===== src/rtl/cmd_tx.sv =====
// cmd_tx: serial command transmitter driving the one-wire `transmission` link.
//
// A command is a 4-bit data nibble plus a 4-bit instruction nibble, taken over a
// valid/ready handshake into a one-entry holding buffer. Each frame on the wire is:
// one low start bit, data bits 0..3, instruction bits 0..3, then STOP_CYCLES
// idle-high guard cycles. One bit is sent per clk2 cycle. After reset the line is
// held high for 11 cycles so the (reset-less) receiver flushes any partial frame.
//
// Parameters:
//   STOP_CYCLES  idle-high cycles after the last instruction bit (legal 2..15)
//   STRICT       1: reject instruction codes other than 1, 2 and 4 at accept
// Ports:
//   clk2          clock, rising edge
//   rst_n         asynchronous active-low reset
//   cmd_valid     command offered
//   cmd_data      data nibble
//   cmd_instr     instruction nibble
//   cmd_ready     holding buffer empty and post-reset quiet period over
//   transmission  registered serial line, idle high
//   busy          frame on the wire or buffer occupied
//   done          one-cycle pulse during the final stop cycle of each frame
//   err           one-cycle pulse the cycle after a rejected command

module cmd_tx #(
    parameter int unsigned STOP_CYCLES = 2,
    parameter bit          STRICT      = 1'b1
) (
    input  logic       clk2,
    input  logic       rst_n,
    input  logic       cmd_valid,
    input  logic [3:0] cmd_data,
    input  logic [3:0] cmd_instr,
    output logic       cmd_ready,
    output logic       transmission,
    output logic       busy,
    output logic       done,
    output logic       err
);

    typedef enum logic [2:0] {
        StQuiet,
        StIdle,
        StStart,
        StData,
        StInstr,
        StStop
    } state_e;

    // Quiet period is 11 cycles: counter values 0..10.
    localparam logic [3:0] QuietLast = 4'd10;
    // Counter is 4 bits, so STOP_CYCLES must stay within 2..15.
    localparam logic [3:0] StopLast  = 4'(STOP_CYCLES - 1);
    localparam logic [3:0] DataLast  = 4'd3;
    localparam logic [3:0] InstrLast = 4'd7;

    state_e     state_q, state_d;
    logic [3:0] cnt_q, cnt_d;
    logic [7:0] shift_q, shift_d;
    logic [7:0] buf_q, buf_d;
    logic       buf_full_q, buf_full_d;
    logic       tx_q, tx_d;
    logic       err_q, err_d;

    logic       accept;
    logic       instr_legal;
    logic       load_frame;

    assign cmd_ready    = !buf_full_q && (state_q != StQuiet);
    assign accept       = cmd_valid && cmd_ready;
    assign instr_legal  = !STRICT || (cmd_instr == 4'd1) || (cmd_instr == 4'd2)
                          || (cmd_instr == 4'd4);

    assign transmission = tx_q;
    assign err          = err_q;
    assign done         = (state_q == StStop) && (cnt_q == StopLast);
    assign busy         = buf_full_q || (state_q == StStart) || (state_q == StData)
                          || (state_q == StInstr) || (state_q == StStop);

    always_comb begin
        state_d    = state_q;
        cnt_d      = cnt_q;
        shift_d    = shift_q;
        buf_d      = buf_q;
        buf_full_d = buf_full_q;
        tx_d       = tx_q;
        err_d      = 1'b0;
        load_frame = 1'b0;

        // Accept requires an empty buffer and a frame load requires a full one,
        // so the two never collide on the same edge.
        if (accept) begin
            if (instr_legal) begin
                buf_d      = {cmd_instr, cmd_data};
                buf_full_d = 1'b1;
            end else begin
                err_d = 1'b1;
            end
        end

        // tx_d is the line value for the cycle after this edge, i.e. it follows
        // the state being entered, which keeps the line itself a plain flop.
        unique case (state_q)
            StQuiet: begin
                tx_d = 1'b1;
                if (cnt_q == QuietLast) begin
                    state_d = StIdle;
                    cnt_d   = 4'd0;
                end else begin
                    cnt_d = cnt_q + 4'd1;
                end
            end
            StIdle: begin
                tx_d = 1'b1;
                if (buf_full_q) begin
                    load_frame = 1'b1;
                end
            end
            StStart: begin
                state_d = StData;
                cnt_d   = 4'd0;
                tx_d    = shift_q[0];
                shift_d = {1'b1, shift_q[7:1]};
            end
            StData: begin
                tx_d    = shift_q[0];
                shift_d = {1'b1, shift_q[7:1]};
                cnt_d   = cnt_q + 4'd1;
                if (cnt_q == DataLast) begin
                    state_d = StInstr;
                end
            end
            StInstr: begin
                if (cnt_q == InstrLast) begin
                    state_d = StStop;
                    cnt_d   = 4'd0;
                    tx_d    = 1'b1;
                end else begin
                    tx_d    = shift_q[0];
                    shift_d = {1'b1, shift_q[7:1]};
                    cnt_d   = cnt_q + 4'd1;
                end
            end
            StStop: begin
                tx_d = 1'b1;
                if (cnt_q == StopLast) begin
                    cnt_d = 4'd0;
                    if (buf_full_q) begin
                        // Back-to-back: next start bit follows the last stop cycle.
                        load_frame = 1'b1;
                    end else begin
                        state_d = StIdle;
                    end
                end else begin
                    cnt_d = cnt_q + 4'd1;
                end
            end
            default: begin
                state_d = StQuiet;
                cnt_d   = 4'd0;
                tx_d    = 1'b1;
            end
        endcase

        if (load_frame) begin
            state_d    = StStart;
            cnt_d      = 4'd0;
            shift_d    = buf_q;
            buf_full_d = 1'b0;
            tx_d       = 1'b0;
        end
    end

    always_ff @(posedge clk2 or negedge rst_n) begin
        if (!rst_n) begin
            state_q    <= StQuiet;
            cnt_q      <= 4'd0;
            shift_q    <= 8'd0;
            buf_q      <= 8'd0;
            buf_full_q <= 1'b0;
            tx_q       <= 1'b1;
            err_q      <= 1'b0;
        end else begin
            state_q    <= state_d;
            cnt_q      <= cnt_d;
            shift_q    <= shift_d;
            buf_q      <= buf_d;
            buf_full_q <= buf_full_d;
            tx_q       <= tx_d;
            err_q      <= err_d;
        end
    end

endmodule


===== config.mk =====
export PLATFORM = sky130hd
export DESIGN_NAME = cmd_tx
export DESIGN_NICKNAME = d
export VERILOG_FILES = /design/src/rtl/cmd_tx.sv
export SDC_FILE = /design/constraint.sdc
export NUM_CORES = 1
export LEC_CHECK = 0
export BUFFER_PORTS_ARGS = -buffer_cell sky130_fd_sc_hd__buf_2
export CORE_ASPECT_RATIO = 1.4
export CORE_MARGIN = 10
export CORE_UTILIZATION = 57
export DETAILED_ROUTE_END_ITERATION = 10
export PLACE_DENSITY_LB_ADDON = 0.12
export SYNTH_ARGS = -nofsm -noshare
export SYNTH_HDL_FRONTEND = slang
export SYNTH_SLANG_ARGS = --single-unit

===== constraint.sdc =====
create_clock -name clk2 -period 2.8 [get_ports clk2]
set_input_delay 0.14 -clock clk2 [delete_from_list [all_inputs] [get_ports clk2]]
set_output_delay 0.14 -clock clk2 [all_outputs]
set_load 0.01 [all_outputs]

=== After elaboration in Yosys (flattened, before gate mapping) ===
Index checks and enable logic that the tools add are counted.

* $add $sub $neg: 1
* Equality and inequality tests: 19
* Muxes and demuxes: 26
* Reductions and logical operators: 20

{| class="wikitable"
|+ Operator list
! cell !! number
|-
| case mux 4 bit (5 select lines) || 1
|-
| 2-to-1 mux 3 bit || 6
|-
| case mux 3 bit (6 select lines) || 1
|-
| 2-to-1 mux 4 bit || 4
|-
| 2-to-1 mux 8 bit || 2
|-
| case mux 8 bit (2 select lines) || 1
|-
| 2-to-1 mux 1 bit || 9
|-
| inequality test 3 x 2 -> 1 bit (second input constant) || 3
|-
| inequality test 3 bit (second input constant) || 3
|-
| == test 4 x 1 -> 1 bit (second input constant) || 2
|-
| == test 4 x 2 -> 1 bit (second input constant) || 2
|-
| == test 4 x 3 -> 1 bit (second input constant) || 2
|-
| == test 3 x 2 -> 1 bit (second input constant) || 2
|-
| == test 3 bit (second input constant) || 2
|-
| logical OR 1 bit || 6
|-
| AND reduction 2 bit || 3
|-
| AND reduction 6 bit || 1
|-
| nonzero test 3 bit || 2
|-
| adder 4 x 1 -> 4 bit (second input constant) || 1
|-
| == test 4 bit (second input constant) || 1
|-
| case mux 1 bit (2 select lines) || 2
|-
| nonzero test 2 bit || 2
|-
| == test 3 x 1 -> 1 bit (second input constant) || 1
|-
| logical AND 1 bit || 3
|-
| 4 further kinds || 4
|}

* Register bits: 26
* Input port bits: 11
* Output and inout bits: 5
* Word-level logic and storage cells: 73

=== Longest topological paths before layout ===
Gate-level depths: netlist of run 1.

* Depth in word-level cells: 6
* Mapped depth: 7
* Mapped depth without buffers: 6

=== Worst setup path after synthesis of run 1 ===
Ideal clock, no wire load.

* Path type: register to register
* Start point: register cnt_q[1]
* End point: register shift_q[2]
* Setup time: 127 ps
* Arrival: 1931 ps
* Required time: 2673 ps
* Path slack: 741 ps
* Cell stages (with the launch flop): 8
* Path buffers: 1
* Period minus slack after synthesis: 2059 ps
* Cell sequence: dfrtp_1 > inv_1 > ha_1 > or3b_4 > a21oi_4 > buf_6 > mux2_2 > mux2_1

* Cells in the longest elaborated chain, start to end: 5

{| class="wikitable"
|+ RTL lines
! what !! line !! RTL
|-
| start, declared || 57 || <nowiki>logic [3:0] cnt_q, cnt_d;</nowiki>
|-
| start signal, assigned || 184 || <nowiki>cnt_q <= cnt_d;</nowiki>
|-
| == test 4 x 1 -> 1 bit || 145 || <nowiki>if (cnt_q == StopLast) begin</nowiki>
|-
| 2-to-1 mux 1 bit || 145 ||
|-
| case mux 1 bit (2 select lines) || 102 || <nowiki>unique case (state_q)</nowiki>
|-
| inequality test 3 bit (no source line) / nonzero test 3 bit (equally long branches) || -- ||
|-
| AND reduction 2 bit (no source line) || -- ||
|-
| end signal, assigned || 185 || <nowiki>shift_q <= shift_d;</nowiki>
|-
| end, declared || 58 || <nowiki>logic [7:0] shift_q, shift_d;</nowiki>
|}

Several ways; a longest one is shown, not always the timed one.
A chain may end at the register's enable or synchronous reset.

=== Worst setup path after layout of run 1 ===
Ends and elaborated chain as after synthesis.

==> results by group, run 1 <==
Clock tree
  • Cell chosen for the clock root: clkbuf_4
  • CTS tree: done
  • Clock slew seen by the registers of the worst setup and hold paths: ~0.13 ns
  • H-tree levels: 1
  • Longest Clk Path Bufs: 2
  • Clock Latency Late Sink: 0.31 ns
  • Resized cells post-CTS: 0
  • Clock Sinks: 26
  • CTS Buf Count: 3
  • Postcts setup bufs: 0
  • # hold bufs at CTS: 1

Synthesis
  • Yosys cell types: 42
  • Syn Nets: 132
  • Syn Area/Cell: 11.8 µm²
  • Async S/R FF share, synth: 100%
  • Synth warnings: 0
  • Synth Register Bits: 26
  • Top FF cell, synth: dfrtp_1
  • Post-synth EDFFs: 0
  • Mapped Cells: ~120
  • Register area share after synthesis: 46.8%
  • Mapped Area: between 1000 and 1500 µm²

Power
  • Internal: 1.03 mW
  • Leakage: 0.671 nW
  • Peak VDD IR: 0.646 mV
  • Power, Total: 1.60 mW
  • Switching power: around 0.57 mW
  • Reg power frac: 43.3%
  • Net Sw Frac: a little over a third
  • Logic pwr share: 45.3%
  • PwrDens: 1060 nW/µm²
  • Clk network pwr share: 11.4%

Detailed routing
  • Total Wirelength: 2.32 mm
  • DR WL/cell: 14.8 µm
  • Post-route ant nets: 0
  • 1st-iter DRT viols: 21
  • DR pass1 iterations: 3
  • Vias post-DR: approximately 900
  • # DRC: 0
  • Vias per inst: 5.78

Place
  • Post-Place Worst Slack: about 0.59 ns
  • Port bufs: 15
  • Final estimated routing congestion in global placement: a little under 0.9
  • Placed cells: 152
  • Dpl hpwl: 1.82 mm

Floorplan
  • Initial Util: 58.9%
  • Die Y: 78.5 µm
  • Die ar.: 4850 µm²
  • Core area: 2360 µm²
  • Rows: 21
  • I/O pins: 16
  • Die X: 61.8 µm

STA
  • RSZ-0062 raised after global routing: false
  • Max Slew Vio Count: 0
  • Fin. Hold Viols: 0
  • Setup_tns: 0 ns
  • Least-Margin Pin Slew: 0.719 ns
  • Skew final: 0.00490 ns
  • Final setup fails: 0
  • Fmax: 0.451 GHz
  • Tcrit/Tclk final: 79.2%
  • Fin crit period: 2.22 ns
  • Final worst slack: 0.582 ns
  • Slew HR: roughly half

Layout
  • Layout net count: 149
  • Final Util: 63.8%
  • Most frequent cells in the layout: dfrtp_1 (25), mux2_2 (20), buf_2 (15)
  • Share of cells above drive strength 1: a little under two fifths
  • Synthesis-to-finish area growth: 8.26%
  • Post-route insts no fill: 157
  • Leading cell type in the layout, fill and taps excluded: dfrtp_1
  • # fillers: 186
  • Diode count: 0

Run status
  • Status: complete, no violations

Global route
  • Vias in the first global route: around 1k
  • Initial antenna violation count: 0
  • First-pass GRT wire length: 4.18 mm
  • GRT Residual Overflow: 0
  • Gr usage total: 10.9%
  • Largest net degree at the start of global routing: 27

Worst setup path
  • Worst EP required: 3.02 ns
  • Worst path arrival time: 2.43 ns
  • CP Max Fanout: 12
  • Crit end category: flip-flop
  • Critical path class: reg -> reg
  • Startpoint Class: flip-flop

Run
  • Max Cap Violations: 0

Worst hold path
  • Worst min path class: in -> reg
==> critical path, stage by stage (launching register included) <==
cell	delay, ns
dfrtp_1	0.44
inv_1	0.09
ha_1	0.18
or3b_4	0.43
a21oi_4	0.34
mux2_2	0.37
mux2_1	0.27
==> power groups by stage <==
stage	logic, mW	clock network, mW	registers [mW]
after floorplan	0.658	0	0.633
after global placement	0.720	0	0.692
after detailed placement	0.733	0	0.702
after CTS	0.738	0.194	0.693
after global routing	0.806	0.209	0.715
final	0.724	0.182	0.692
==> registers in the layout (all words and copies together) (netlist names) <==
| name | count |
|---|---|
| cnt_q | 4 |
| transmission | 1 |
| buf_full_q | 1 |
| state_q | 3 |
| buf_q | 8 |
| err | 1 |
| shift_q | 8 |
==> logic make-up after synthesis <==
logic type	count (synthesis)	synth area share, %
xor+xnor	3	1.89
buf+inv	11	4.40
compound gates	20	11.6
simple gates	33	15.0
mux	22	17.7
fa+ha+maj	3	2.69
flops	26	46.8
==> final cells by class <==
class,count,area [µm²],share of cell area [%]
Multi-Input combinational cell,81,681,45.1
Sequential cell,26,652,43.2
Timing Repair Buffer,16,85.1,5.64
Clock buffer,4,36.3,2.40
Tap cell,23,28.8,1.91
Inverter,7,26.3,1.74
==> through the flow <==
stage / area, µm² / hold slack, ns
5_1_grt: 1510 / 0.0147
4_1_cts: 1510 / 0.0303
3_5_place_dp: 1460 / 0.169
2_1_floorplan: 1390 / -0.156
6_report: 1510 / 0.0438
3_3_place_gp: 1460 / 0.161
==> path summary, 6_finish.rpt <==
kind                                              from  slack (ns)  depth (start not counted)                      to
worst max-delay path              cnt_q[1]$_DFFE_PN0P_        0.58                          6  shift_q[2]$_DFFE_PN0P_
worst min-delay path                       cmd_data[0]        0.04                          2    buf_q[0]$_DFFE_PN0P_
worst max register to register    cnt_q[1]$_DFFE_PN0P_        0.58                          6  shift_q[2]$_DFFE_PN0P_
worst min register to register  shift_q[2]$_DFFE_PN0P_        0.51                          1  shift_q[2]$_DFFE_PN0P_
max in group asynchronous                        rst_n        2.10                          2  transmission$_DFF_PN1_
min in group asynchronous                        rst_n        0.33                          2  shift_q[7]$_DFFE_PN0P_
==> cells in the mapped netlist (2+ instances only) <==
cell type,instances,area share (%)
or2_2,2,0.90
nand3b_1,4,2.2
a21o_1,3,1.6
xor2_1,2,1.3
dfrtp_1,25,45
mux2_2,20,16
nor2b_1,2,0.90
a21oi_1,2,0.72
nor2_1,8,2.2
nand2_1,7,1.9
o221ai_1,2,1.3
inv_1,7,1.9
buf_6,2,1.6
ha_1,3,2.7
o21ai_0,2,0.72
==> routing by layer <==
layer	global-route usage (%)	part of all wire (%)	up-vias
met5	0	0	-
met4	6.05	2.6	0
met3	1.93	3.4	8
met2	20.4	55	12
met1	10.4	39	440
li1	-	-	448
Power figures use the tool's default switching activity.
==> inputs of run 2 (changes only) <==
==> constraint.sdc (replaced) <==
create_clock -name clk2 -period 2.2 [get_ports clk2]
set_input_delay 0.11 -clock clk2 [delete_from_list [all_inputs] [get_ports clk2]]
set_output_delay 0.11 -clock clk2 [all_outputs]
set_load 0.01 [all_outputs]
==> run 2 against run 1 <==
Clock skew is 0.00053 ns higher. Global-route usage is 1.0 points higher. Cell count is 3.2% higher. Maximum frequency is 6.9% higher. Core utilization is 2.3 points higher. Worst hold slack worse by 0.034 ns. Critical endpoint unchanged.
==> results by group, run 2 (synthesis gave the netlist of run 1 again) <==
Run status
  • Status: complete, no violations (unchanged)

Worst hold path
  • Cells on Worst Hold Path: 2 (unchanged)
  • Worst min path class: in -> reg (unchanged)
  • WHS Endpoint: buf_q[1]$_DFFE_PN0P_ (was buf_q[0]$_DFFE_PN0P_)
  • Hold Startpoint: cmd_data[1] (was cmd_data[0])

Power
  • Leakage: 0.699 nW (was 0.671 nW)
  • Logic pwr share: 46.8% (was 45.3%)
  • Peak VDD IR: 0.635 mV (was 0.646 mV)
  • Clk network pwr share: 11.5% (was 11.4%)
  • Internal: 1.36 mW (was 1.03 mW)
  • Power, Total: 2.10 mW (was 1.60 mW)
  • PwrDens: 1340 nW/µm² (was 1060 nW/µm²)
  • Net Sw Frac: 35.4% (was 35.5%)
  • Reg power frac: 41.8% (was 43.3%)
  • Switching power: 0.744 mW (was 0.566 mW)

Layout
  • Largest regs: buf_q: 8 flops, shift_q: 8 flops, cnt_q: 4 flops (unchanged)
  • Layout net count: 154 (was 149)
  • Most frequent cells in the layout: dfrtp_1 (25), mux2_2 (20), buf_2 (15) (unchanged)
  • Leading cell type in the layout, fill and taps excluded: dfrtp_1 (unchanged)
  • Post-route insts no fill: 162 (was 157)
  • Synthesis-to-finish area growth: 12.2% (was 8.26%)
  • Final Instance Area: 1560 µm² (was 1510 µm²)
  • Share of cells above drive strength 1: 38.1% (was 37.3%)
  • Final Util: 66.1% (was 63.8%)
  • # fillers: 188 (was 186)
  • Diode count: 0 (unchanged)

Detailed routing
  • # DRC: 0 (unchanged)
  • DR pass1 iterations: 4 (was 3)
  • DR WL/cell: 15.5 µm (was 14.8 µm)
  • Vias post-DR: 937 (was 908)
  • Post-route ant nets: 0 (unchanged)
  • Vias per inst: 5.78 (about the same)
  • 1st-iter DRT viols: 29 (was 21)
  • Total Wirelength: 2.51 mm (was 2.32 mm)

Worst setup path
  • Worst path arrival time: 2.30 ns (was 2.43 ns)
  • Crit end category: flip-flop (unchanged)
  • Critical path class: reg -> reg (unchanged)
  • Worst path cell trace: inv_1 > ha_1 > or3b_4 > a21oi_4 > buf_12 > mux2_2 > mux2_1 (was inv_1 > ha_1 > or3b_4 > a21oi_4 > mux2_2 > mux2_1)
  • Worst EP required: 2.42 ns (was 3.02 ns)
  • CP Max Fanout: 11 (was 12)
  • Startpoint Class: flip-flop (unchanged)
  • Critical R2R Capture: shift_q[2]$_DFFE_PN0P_ (unchanged)
  • Worst R2R Start: cnt_q[1]$_DFFE_PN0P_ (unchanged)
  • Flop2flop setup slack: 0.12 ns (was 0.58 ns)
  • Critical-path top delay cell: or3b_4 (was dfrtp_1)
  • CP max stage delay: 0.42 ns (was 0.44 ns)
  • R2R depth: 7 (was 6)

STA
  • Slew HR: 57.9% (was 51.7%)
  • Tcrit/Tclk final: 94.3% (was 79.2%)
  • Setup_tns: 0 ns (unchanged)
  • Skew final: 0.00543 ns (was 0.00490 ns)
  • RSZ-0062 raised after global routing: false (unchanged)
  • Fin. Hold Viols: 0 (unchanged)
  • Final setup fails: 0 (unchanged)
  • Fin crit period: 2.08 ns (was 2.22 ns)
  • Fmax: 0.482 GHz (was 0.451 GHz)
  • Max Slew Vio Count: 0 (unchanged)
  • Final worst slack: 0.125 ns (was 0.582 ns)
  • Least-Margin Pin Slew: 0.628 ns (was 0.719 ns)
  • Hold_ws: 0.00932 ns (was 0.0438 ns)

Clock tree
  • Resized cells post-CTS: 0 (unchanged)
  • H-tree levels: 1 (unchanged)
  • CTS Buf Count: 3 (unchanged)
  • Clock slew seen by the registers of the worst setup and hold paths: 0.13 ns (about the same)
  • Cell chosen for the clock root: clkbuf_4 (unchanged)
  • Clock Latency Late Sink: 0.33 ns (was 0.31 ns)
  • Longest Clk Path Bufs: 2 (unchanged)
  • Clock Sinks: 26 (unchanged)
  • CTS tree: done (unchanged)

Floorplan
  • Initial Util: 58.9% (unchanged)
  • Die Y: 78.5 µm (unchanged)
  • Core area: 2360 µm² (unchanged)
  • Die X: 61.8 µm (unchanged)
  • Die ar.: 4850 µm² (unchanged)
  • Rows: 21 (unchanged)
  • I/O pins: 16 (unchanged)

Place
  • Placed cells: 154 (was 152)
  • Dpl cell area: 1480 µm² (was 1460 µm²)
  • Port bufs: 15 (unchanged)
  • Final estimated routing congestion in global placement: 0.887 (was 0.865)
  • Dpl hpwl: 1.96 mm (was 1.82 mm)
  • Post-Place Worst Slack: 0.0449 ns (was 0.594 ns)

Global route
  • GRT Residual Overflow: 0 (unchanged)
  • Largest net degree at the start of global routing: 27 (unchanged)
  • Gr usage total: 12.0% (was 10.9%)
  • Vias in the first global route: 1026 (was 1002)
  • First-pass GRT wire length: 4.49 mm (was 4.18 mm)
  • Initial antenna violation count: 0 (unchanged)

Run
  • Max Cap Violations: 0 (unchanged)
[run 2: cell count changes in the layout (fill, tap and decap cells not counted)]
cell / delta
dlygate4sd3_1: +2
buf_4: +2
buf_12: +1
[run 2: routing by layer]
layer	track usage [%]	vias up	share of wire (%)	wire [µm]
met5	0	-	0	0
met4	6.05	0	2.0	50
met3	1.77	5	3.2	80
met2	22.0	14	57	1420
met1	12.2	454	38	957
li1	-	464	-	-
[run 2: layout make-up]
type	count	area, µm²	area share, %
repair buffers	21	140	8.96
flip-flops and latches	26	652	41.7
inverters	7	26.3	1.68
multi-input cells	81	681	43.5
clock buffers	4	36.3	2.32
well taps	23	28.8	1.84
[run 2: worst max-delay path by stage]
stage	endpoint	startpoint	cells past startpoint	slack, ns
5_1_grt	shift_q[2]$_DFFE_PN0P_	cnt_q[1]$_DFFE_PN0P_	7	0.03
3_3_place_gp	shift_q[2]$_DFFE_PN0P_	cnt_q[1]$_DFFE_PN0P_	6	0.09
6_report	shift_q[2]$_DFFE_PN0P_	cnt_q[1]$_DFFE_PN0P_	7	0.12
4_1_cts	shift_q[2]$_DFFE_PN0P_	cnt_q[1]$_DFFE_PN0P_	6	0.03
2_1_floorplan	shift_q[2]$_DFFE_PN0P_	cnt_q[1]$_DFFE_PN0P_	7	0.14
3_5_place_dp	shift_q[2]$_DFFE_PN0P_	cnt_q[1]$_DFFE_PN0P_	6	0.04
[run 2: power groups by stage]
stage	logic (mW)	registers [mW]	clock network, mW
2_1_floorplan	0.838	0.806	0
3_3_place_gp	0.938	0.879	0
3_5_place_dp	0.966	0.893	0
4_1_cts	0.972	0.881	0.248
5_1_grt	1.11	0.914	0.264
6_report	0.982	0.877	0.241
[run 2: worst max-delay path: cells and delay by family, from the launching register on]
family / cells / cell delay (ns)
multiplexers: 2 / 0.59
AO/OA/AOI/OAI: 1 / 0.17
AND/OR/NAND/NOR: 1 / 0.42
adder cells (fa/ha/maj): 1 / 0.17
flip-flops: 1 / 0.40
buffers and inverters: 2 / 0.22
[run 2: repair_timing]
action | CTS | global route
buffers inserted | 0 | 1
endpoints found under the hold margin | 27 | 0
setup endpoints to repair | 0 | 7
hold buffers | 3 | 0
